<file path="src/rtl/fp_regfile_sb.sv">
// Multi-port FP register file with per-register busy scoreboard for RAW/WAW hazard detection.
// Writes land 1 cycle after the edge; reads, busy and stall outputs are combinational (0 cycles).
// No backpressure on writeback; a WAW issue is refused via issue_stall_o and must be retried.
// Optional macro FP_RF_BYPASS_EN forwards same-cycle writeback data/busy onto matching read ports.
module fp_regfile_sb #(
  parameter int XLEN   = 32,
  parameter int DEPTH  = 32,
  parameter int NUM_RD = 3,
  parameter int NUM_WR = 2,
  parameter int IDX_W  = $clog2(DEPTH),
  parameter int CNT_W  = $clog2(DEPTH + 1)
) (
  input  logic                     clk_i,
  input  logic                     rst_i,
  input  logic [NUM_WR-1:0]        wb_en_i,
  input  logic [NUM_WR*IDX_W-1:0]  wb_index_i,
  input  logic [NUM_WR*XLEN-1:0]   wb_data_i,
  input  logic [NUM_RD*IDX_W-1:0]  rs_index_i,
  output logic [NUM_RD*XLEN-1:0]   rs_data_o,
  output logic [NUM_RD-1:0]        rs_busy_o,
  input  logic                     issue_en_i,
  input  logic [IDX_W-1:0]         issue_rd_i,
  output logic                     issue_stall_o,
  input  logic                     flush_i,
  output logic [CNT_W-1:0]         busy_cnt_o
);

  logic [XLEN-1:0]  mem [DEPTH];
  logic [DEPTH-1:0] busy_q;
  logic [DEPTH-1:0] busy_nxt;
  logic [CNT_W-1:0] cnt_nxt;
  logic [CNT_W-1:0] cnt_q;

  // WAW refusal looks at the busy state as it stands this cycle, before any clear or flush.
  assign issue_stall_o = issue_en_i & busy_q[issue_rd_i];
  assign busy_cnt_o    = cnt_q;

  // Next busy vector: wb clears, then issue set overrides, then flush overrides everything.
  always_comb begin
    busy_nxt = busy_q;
    for (int p = 0; p < NUM_WR; p++) begin
      if (wb_en_i[p]) busy_nxt[wb_index_i[p*IDX_W +: IDX_W]] = 1'b0;
    end
    if (issue_en_i && !busy_q[issue_rd_i]) busy_nxt[issue_rd_i] = 1'b1;
    if (flush_i) busy_nxt = '0;
    cnt_nxt = '0;
    for (int i = 0; i < DEPTH; i++) begin
      cnt_nxt = cnt_nxt + CNT_W'(busy_nxt[i]);
    end
  end

  // Scoreboard state and its population count advance together.
  always_ff @(posedge clk_i) begin
    if (rst_i) begin
      busy_q <= '0;
      cnt_q  <= '0;
    end else begin
      busy_q <= busy_nxt;
      cnt_q  <= cnt_nxt;
    end
  end

  // Register array; ports are visited in ascending order so the highest-numbered port wins a conflict.
  always_ff @(posedge clk_i) begin
    if (rst_i) begin
      for (int i = 0; i < DEPTH; i++) mem[i] <= '0;
    end else begin
      for (int p = 0; p < NUM_WR; p++) begin
        if (wb_en_i[p]) mem[wb_index_i[p*IDX_W +: IDX_W]] <= wb_data_i[p*XLEN +: XLEN];
      end
    end
  end

  // Read ports: stored data and busy bit, optionally overridden by a same-cycle writeback.
  always_comb begin
    rs_data_o = '0;
    rs_busy_o = '0;
    for (int r = 0; r < NUM_RD; r++) begin
      rs_data_o[r*XLEN +: XLEN] = mem[rs_index_i[r*IDX_W +: IDX_W]];
      rs_busy_o[r]              = busy_q[rs_index_i[r*IDX_W +: IDX_W]];
`ifdef FP_RF_BYPASS_EN
      for (int p = 0; p < NUM_WR; p++) begin
        if (wb_en_i[p] && (wb_index_i[p*IDX_W +: IDX_W] == rs_index_i[r*IDX_W +: IDX_W])) begin
          rs_data_o[r*XLEN +: XLEN] = wb_data_i[p*XLEN +: XLEN];
          rs_busy_o[r]              = 1'b0;
        end
      end
`endif
    end
  end

endmodule

</file>
<file path="config.mk">
export PLATFORM = sky130hd
export DESIGN_NAME = fp_regfile_sb
export DESIGN_NICKNAME = d
export VERILOG_FILES = /design/src/rtl/fp_regfile_sb.sv
export SDC_FILE = /design/constraint.sdc
export NUM_CORES = 2
export LEC_CHECK = 0
export ABC_CLOCK_PERIOD_IN_PS = 7000
export CORE_ASPECT_RATIO = 0.9
export CORE_UTILIZATION = 24
export DETAILED_ROUTE_END_ITERATION = 7
export GPL_ROUTABILITY_DRIVEN = 0
export MAX_ROUTING_LAYER = met4
export PLACE_DENSITY = 0.46
export SLEW_MARGIN = 20
export SYNTH_ARGS = -nofsm -noshare
export SYNTH_HDL_FRONTEND = slang
export SYNTH_SLANG_ARGS = --single-unit
</file>
<file path="constraint.sdc">
create_clock -name clk_i -period 7 [get_ports clk_i]
set_input_delay 1.4 -clock clk_i [delete_from_list [all_inputs] [get_ports clk_i]]
set_output_delay 1.4 -clock clk_i [all_outputs]
set_load 0.01 [all_outputs]
</file>
### After elaboration in Yosys (flattened, before gate mapping)

Memories as Yosys holds them, arrays and structs flattened.
Index checks and enable logic that the tools add are counted.

| operators by class | value |
|---|---|
| add/subtract/negate cells | 31 |
| magnitude comparators | 9 |
| multiplexer cells | 32 |
| bitwise logic cells | 6 |
| reduce and logical (&&, ||, !) cells | 7 |

Operator list:

| kind | count |
|---|---|
| 2-to-1 mux 32 bit | 6 |
| adder 6 x 1 -> 6 bit | 26 |
| bitwise AND 32 bit | 2 |
| inverter 32 bit | 2 |
| OR reduction 32 bit | 2 |
| less-than comparator 5 x 6 -> 1 bit (second input constant) | 6 |
| bitwise OR 32 bit | 1 |
| binary-select mux 1 bit (select 5 bit) | 4 |
| 2-to-1 mux 1 bit | 17 |
| demux 1 bit (select 5 bit) | 3 |
| >= comparator 5 x 1 -> 1 bit (second input constant) | 3 |
| 2-to-1 mux 5 bit | 2 |
| adder 5 x 1 -> 6 bit | 1 |
| adder 4 x 1 -> 5 bit | 1 |
| adder 3 x 1 -> 4 bit | 1 |
| logical AND 1 bit | 4 |
| adder 2 x 1 -> 3 bit | 1 |
| adder 1 x 1 -> 2 bit | 1 |
| bitwise AND 1 bit | 1 |
| logical NOT 1 bit | 1 |

| storage, ports and cells | value |
|---|---|
| register bits | 38 |
| memory bits (writable) | 1,024 |
| input bits | 100 |
| output and inout port bits | 106 |
| memories | 1 |

Memory list:

| name | words | width | rd ports | clocked after Yosys merged registers in | wr ports | RTL line | RTL |
|---|---|---|---|---|---|---|---|
| mem | 32 | 32 | 3 | 0 | 32 | 28 | `logic [XLEN-1:0] mem [DEPTH];` |

### Logic depth before layout (Yosys ltp)

| logic depth | value |
|---|---|
| depth after elaboration | 43 |
| depth in mapped cells | 23 |

### Worst setup path after synthesis

OpenSTA, ideal clock, no wires.

| timing path | value |
|---|---|
| path type | input -> register |
| from | in issue_rd_i[0] |
| to | reg cnt_q[4], in the netlist busy_cnt_o[4] |
| setup time | 0.128 ns |
| data arrival time | 7.062 ns |
| required time | 6.872 ns |
| setup slack | -0.190 ns |
| stages | 21 |
| cells stage by stage | buf_6 mux4_2 a22oi_4 nand4_4 buf_6 o32a_1 fa_1 fa_1 inv_1 fa_1 fa_1 fa_1 inv_1 fa_1 inv_1 ha_1 fa_1 a21o_1 a21oi_1 xor2_1 nor2_1 |

| between the ends | value |
|---|---|
| cells in the longest elaborated chain, start to end | 38 |
| elaborated cells between the ends (all ways) | 43 |

Ends and longest elaborated chain:

| what | RTL line | RTL |
|---|---|---|
| from (decl) | 22 | `input logic [IDX_W-1:0] issue_rd_i,` |
| less-than comparator 5 x 6 -> 1 bit (implied by the code) / >= comparator 5 x 1 -> 1 bit (equally long branches) | 44 | `if (issue_en_i && !busy_q[issue_rd_i]) busy_nxt[issue_rd_i] = 1'b1;` |
| logical AND 1 bit (implied by the code) | 44 |  |
| 2-to-1 mux 1 bit (implied by the code) | 44 |  |
| demux 1 bit (select 5 bit) | 44 |  |
| bitwise OR 32 bit (no source line) | - |  |
| 2-to-1 mux 32 bit * | 44 |  |
| 2-to-1 mux 32 bit * | 45 | `if (flush_i) busy_nxt = '0;` |
| adder 1 x 1 -> 2 bit | 48 | `cnt_nxt = cnt_nxt + CNT_W'(busy_nxt[i]);` |
| adder 2 x 1 -> 3 bit | 48 |  |
| adder 3 x 1 -> 4 bit | 48 |  |
| adder 4 x 1 -> 5 bit | 48 |  |
| adder 5 x 1 -> 6 bit | 48 |  |
| adder 6 x 1 -> 6 bit (25 in a row) | 48 |  |
| adder 6 x 1 -> 6 bit * | 48 |  |
| to (signal assigned) | 59 | `cnt_q <= cnt_nxt;` |
| to (decl) | 32 | `logic [CNT_W-1:0] cnt_q;` |

Every way passes the cells marked *; elsewhere a longest branch is shown, timed or not. The select of a mux whose other input is x is not followed.
A chain may end at the register's enable or synchronous reset.

### Final worst setup path

| timing path | value |
|---|---|
| from | in issue_rd_i[2] |
| to | reg cnt_q[4], in the netlist busy_cnt_o[4] |

The elaborated chain is that of the path after synthesis.

==> summary.md <==
| Metric | Value |
|---|---|
| Worst flop-to-flop path endpoint | busy_cnt_o[4] |
| Row cnt | 188 |
| EDFF count, synth | 1024 |
| Die footprint | 296000 um^2 |
| Clk sink count | 1062 |
| Max Buffers Root-to-Sink | 3 |
| Worst Path Class, Setup | in2reg |
| Final Worst Setup Slack | 0.195 ns |
| Routed vias/inst | 6.36 |
| Total of max-cap violations | 0 |
| End of the critical path | busy_cnt_o[4] |
| Die boundary height | 516 um |
| Portion of synthesized cell area occupied by the leading cell type | 0.436 |
| Fin. Hold Viols | 0 |
| Critical Path Source Type | input pin |
| Average cell area after synthesis | 13.1 um^2 |
| Max incr delay on CP | 0.62 ns |
| Fraction of final layout cells sized beyond drive strength 1 | 0.242 |
| CTS clk-pin slew, worst paths | 0.05 ns |
| Seq cells post-synth | 1062 |
| Final WL | 404000 um |
| Layout net count | 5635 |
| Pin count of the biggest net entering global routing | 68 |
| Number of warnings printed during yosys synthesis | 0 |
| Synthesized netlist net count | 5498 |
| Maximum VDD drop | 265 uV |
| Count of cells along the worst register-to-register path | 20 |
| Clock latency on the worst-skew pair | 0.82 ns |
| Critical Path End Type | flop |
| GRT overflow | 0 |
| Count of final max-slew check failures | 0 |
| Power density normalized to cell area | 214 nW/um^2 |
| Die W | 573 um |
| Post-synthesis cell type count | 74 |
| Remaining antenna violation count after routing | 0 |
| Remaining routing DRC violations | 0 |
| Cells after synthesis | 5367 |
| FILL cells | 29.3k |
| Area contributors post-synth | edfxtp_1 (44%), mux4_2 (13%), a22o_1 (13%), mux2i_1 (11%), a22oi_1 (4.1%) |
| Number of antenna violations at the first check in global routing | 23 |
| Achievable Freq | 147 MHz |
| Transition time of the tightest slew-check pin | 1.29 ns |
| Clk Tree Root Cell | clkbuf_16 |
| Core ar. | 292000 um^2 |
| Worst setup path startpoint | issue_rd_i[2] |
| Final Critical Period | 6.80 ns |
| Count of input and output buffers | 205 |
| Startpoint of the most critical register-to-register path | busy_q[3] |
| Worst endpoint data arrival time | 7.46 ns |
| Number of clock buffers inserted by TritonCTS | 130 |
| Most used flip-flop cell after synthesis | edfxtp_1 |
| Register-to-register setup slack | 0.65 ns |
| Total of hold buffers inserted after clock tree synthesis | 0 |
| Worst relative slew slack | 0.141 |
| Vias | 60.5k |
| Highest-delay cell along the critical path | clkdlybuf4s50_1 |
| Clock tree from TritonCTS | yes |
| Required time worst endpoint | 7.65 ns |
| Detailed-router iteration count before antenna repair | 6 |
| Top-level port count | 206 |
| Starting Density | 0.242 |
| Outcome | completed |
| Minimum setup slack after placement | -0.911 ns |
| Worst-path fanout max | 10 |
| Area added between synthesis and finish | 18.8% |
| HPWL after detailed placement | 250000 um |
| Routed WL per cell | 42.5 um |
| Class of the tightest hold or removal check | reg2reg |
| Sequential-to-total area share from yosys stat | 0.447 |
| Worst clock skew | 0.0312 ns |
| Count of cell instances traversed by the critical path | 21 |
| Wire length of the first global-routing pass | 531000 um |
| DRC violation total after the first TritonRoute iteration | 9434 |
| CP Buf/Inv Count | 5 |
| Area of the mapped netlist | 70500 um^2 |
| Kind of cell adding the most delay to the critical path | adder cells |
| Critical path, cell by cell | clkdlybuf4s50_1 > nor3b_2 > a22oi_4 > nand4_4 > buf_12 > o32a_1 > fa_1 > fa_1 > inv_2 > fa_1 > fa_1 > fa_1 > inv_1 > fa_1 > inv_2 > ha_4 > fa_2 > a21o_1 > a21oi_2 > xor2_1 > nor2_1 |
| Post-Route Utilization | 0.287 |
| CP most frequent cell | fa_1 |
| Hold Slack | 0.663 ns |
| Leakage power | 0.0295 uW |
| Global-route usage over all layers | 0.271 |
| Part of the cycle the worst path needs | 0.972 |
| Async S/R FF share, synth | 0 |
| Library cell with the largest summed area after synthesis | edfxtp_1 |
| # setup viols final | 0 |
| Via count of the first global-routing pass | 58.0k |
| H-tree Lvls | 4 |
| Unrepaired setup endpoints after global routing | no |
[placed cells by master (no fill, tap or decap), types with 12 or more instances in the layout]
cell	n
a2111oi_0	49
a211oi_1	30
a22o_1	1024
a22oi_1	385
buf_12	35
buf_2	17
buf_4	520
clkbuf_1	22
clkbuf_16	133
clkdlybuf4s50_1	176
clkinv_1	21
clkinv_2	21
dfxtp_1	38
diode_2	27
edfxtp_1	1024
fa_1	23
inv_1	25
mux2i_1	808
mux4_2	419
nand2_1	113
nand3_1	24
nand3b_1	13
nand4_1	54
nor2_1	65
nor2_4	25
nor2b_1	57
nor3_1	24
nor3b_4	17
nor4_1	20
nor4bb_4	13
o211ai_1	41
o22ai_1	111
or2_2	12
[power by group]
group | internal, uW | total [uW] | switching [uW]
Combinational | 1270 | 3410 | 2130
Clock | 3870 | 6870 | 2990
Sequential | 7370 | 7670 | 295
[flip-flops by register name (all words and copies together), names as in the netlist]
name and count:
busy_q 32, busy_cnt_o 6, mem 1024
[cell usage after synthesis (all sizes together) (5+ instances only)]
library cell and count:
nand2b 6, mux4 419, a22o 1024, fa 24, nand4 55, o221a 5
nor2 91, nand3b 13, mux2i 808, nor4b 7, nor3 34, nor2b 57
a211oi 37, clkbuf 461, nand3 29, buf 295, a31oi 5, a32oi 8
a2111oi 68, edfxtp 1024, dfxtp 38, o22a 7, nand2 124, nor3b 30
and4b 11, o22ai 114, ha 7, or2 12, nor4 23, a22oi 387
nor4bb 13, a21oi 5, inv 27, o211ai 41
[logic make-up after synthesis]
group                    count (synthesis)  share of synthesized area
AO/OA/AOI/OAI                         1727                      0.203
XOR/XNOR                                 3                   0.000373
adder cells (fa/ha/maj)                 31                    0.00805
buffers and inverters                  784                     0.0495
flip-flops                            1062                      0.447
multiplexers                          1231                      0.249
AND/OR/NAND/NOR                        529                     0.0436
[final cells by class]
type / instances / area, um^2 / area share
antenna: 27 / 67.6 / 0.000806
clock buffer: 158 / 3450 / 0.0412
clock inverter: 64 / 646 / 0.00771
inverter: 28 / 105 / 0.00125
multi-input combinational: 3521 / 36500 / 0.436
sequential: 1062 / 31500 / 0.376
tap: 3895 / 4870 / 0.0582
timing repair buffer: 761 / 6630 / 0.0791
[worst min path at each step]
| stage | start | to | slack (ns) | cells after the start |
|---|---|---|---|---|
| floorplan | busy_q[1] | busy_q[1] | 0.50 | 2 |
| global placement | busy_q[4] | busy_q[4] | 0.67 | 2 |
| detailed placement | busy_q[4] | busy_q[4] | 0.65 | 2 |
| CTS | busy_q[4] | busy_q[4] | 0.66 | 2 |
| global route | busy_q[4] | busy_q[4] | 0.70 | 2 |
| finish | busy_q[4] | busy_q[4] | 0.66 | 2 |
[per-stage QoR]
stage | cell area, um^2 | setup TNS [ns] | power [uW] | instances
global route | 83800 | 0 | 18200 | 9506
floorplan | 70500 | 0 | 9360 | 5367
CTS | 83600 | 0 | 17900 | 9487
global placement | 79500 | -4.07 | 11100 | 9259
finish | 83800 | 0 | 17900 | 9516
detailed placement | 79500 | -4.03 | 11100 | 9260
[routing by layer]
layer | global-route usage | wire (um) | vias to the layer above
met3 | 0.0753 | 43200 | 1343
met2 | 0.414 | 181000 | 4833
met5 | - | 0 | -
li1 | - | - | 22900
met4 | 0.182 | 30800 | 0
met1 | 0.312 | 149000 | 31400
[worst register-to-register path: cells and delay by family, from the launching register on]
kind	cells	cell delay (ns)
mux	1	0.56
flops	1	0.44
fa+ha+maj	8	3.52
xor+xnor	1	0.15
simple gates	2	0.20
compound gates	4	1.00
buf+inv	4	0.33
[what timing repair did]
item                                    CTS  global route
cloned                                    0             0
pin swaps                                15            15
endpoints found under the setup margin    1             4
gates resized for setup                   9             6
setup buffers                             5             0
(Power assumes the default switching activity.)
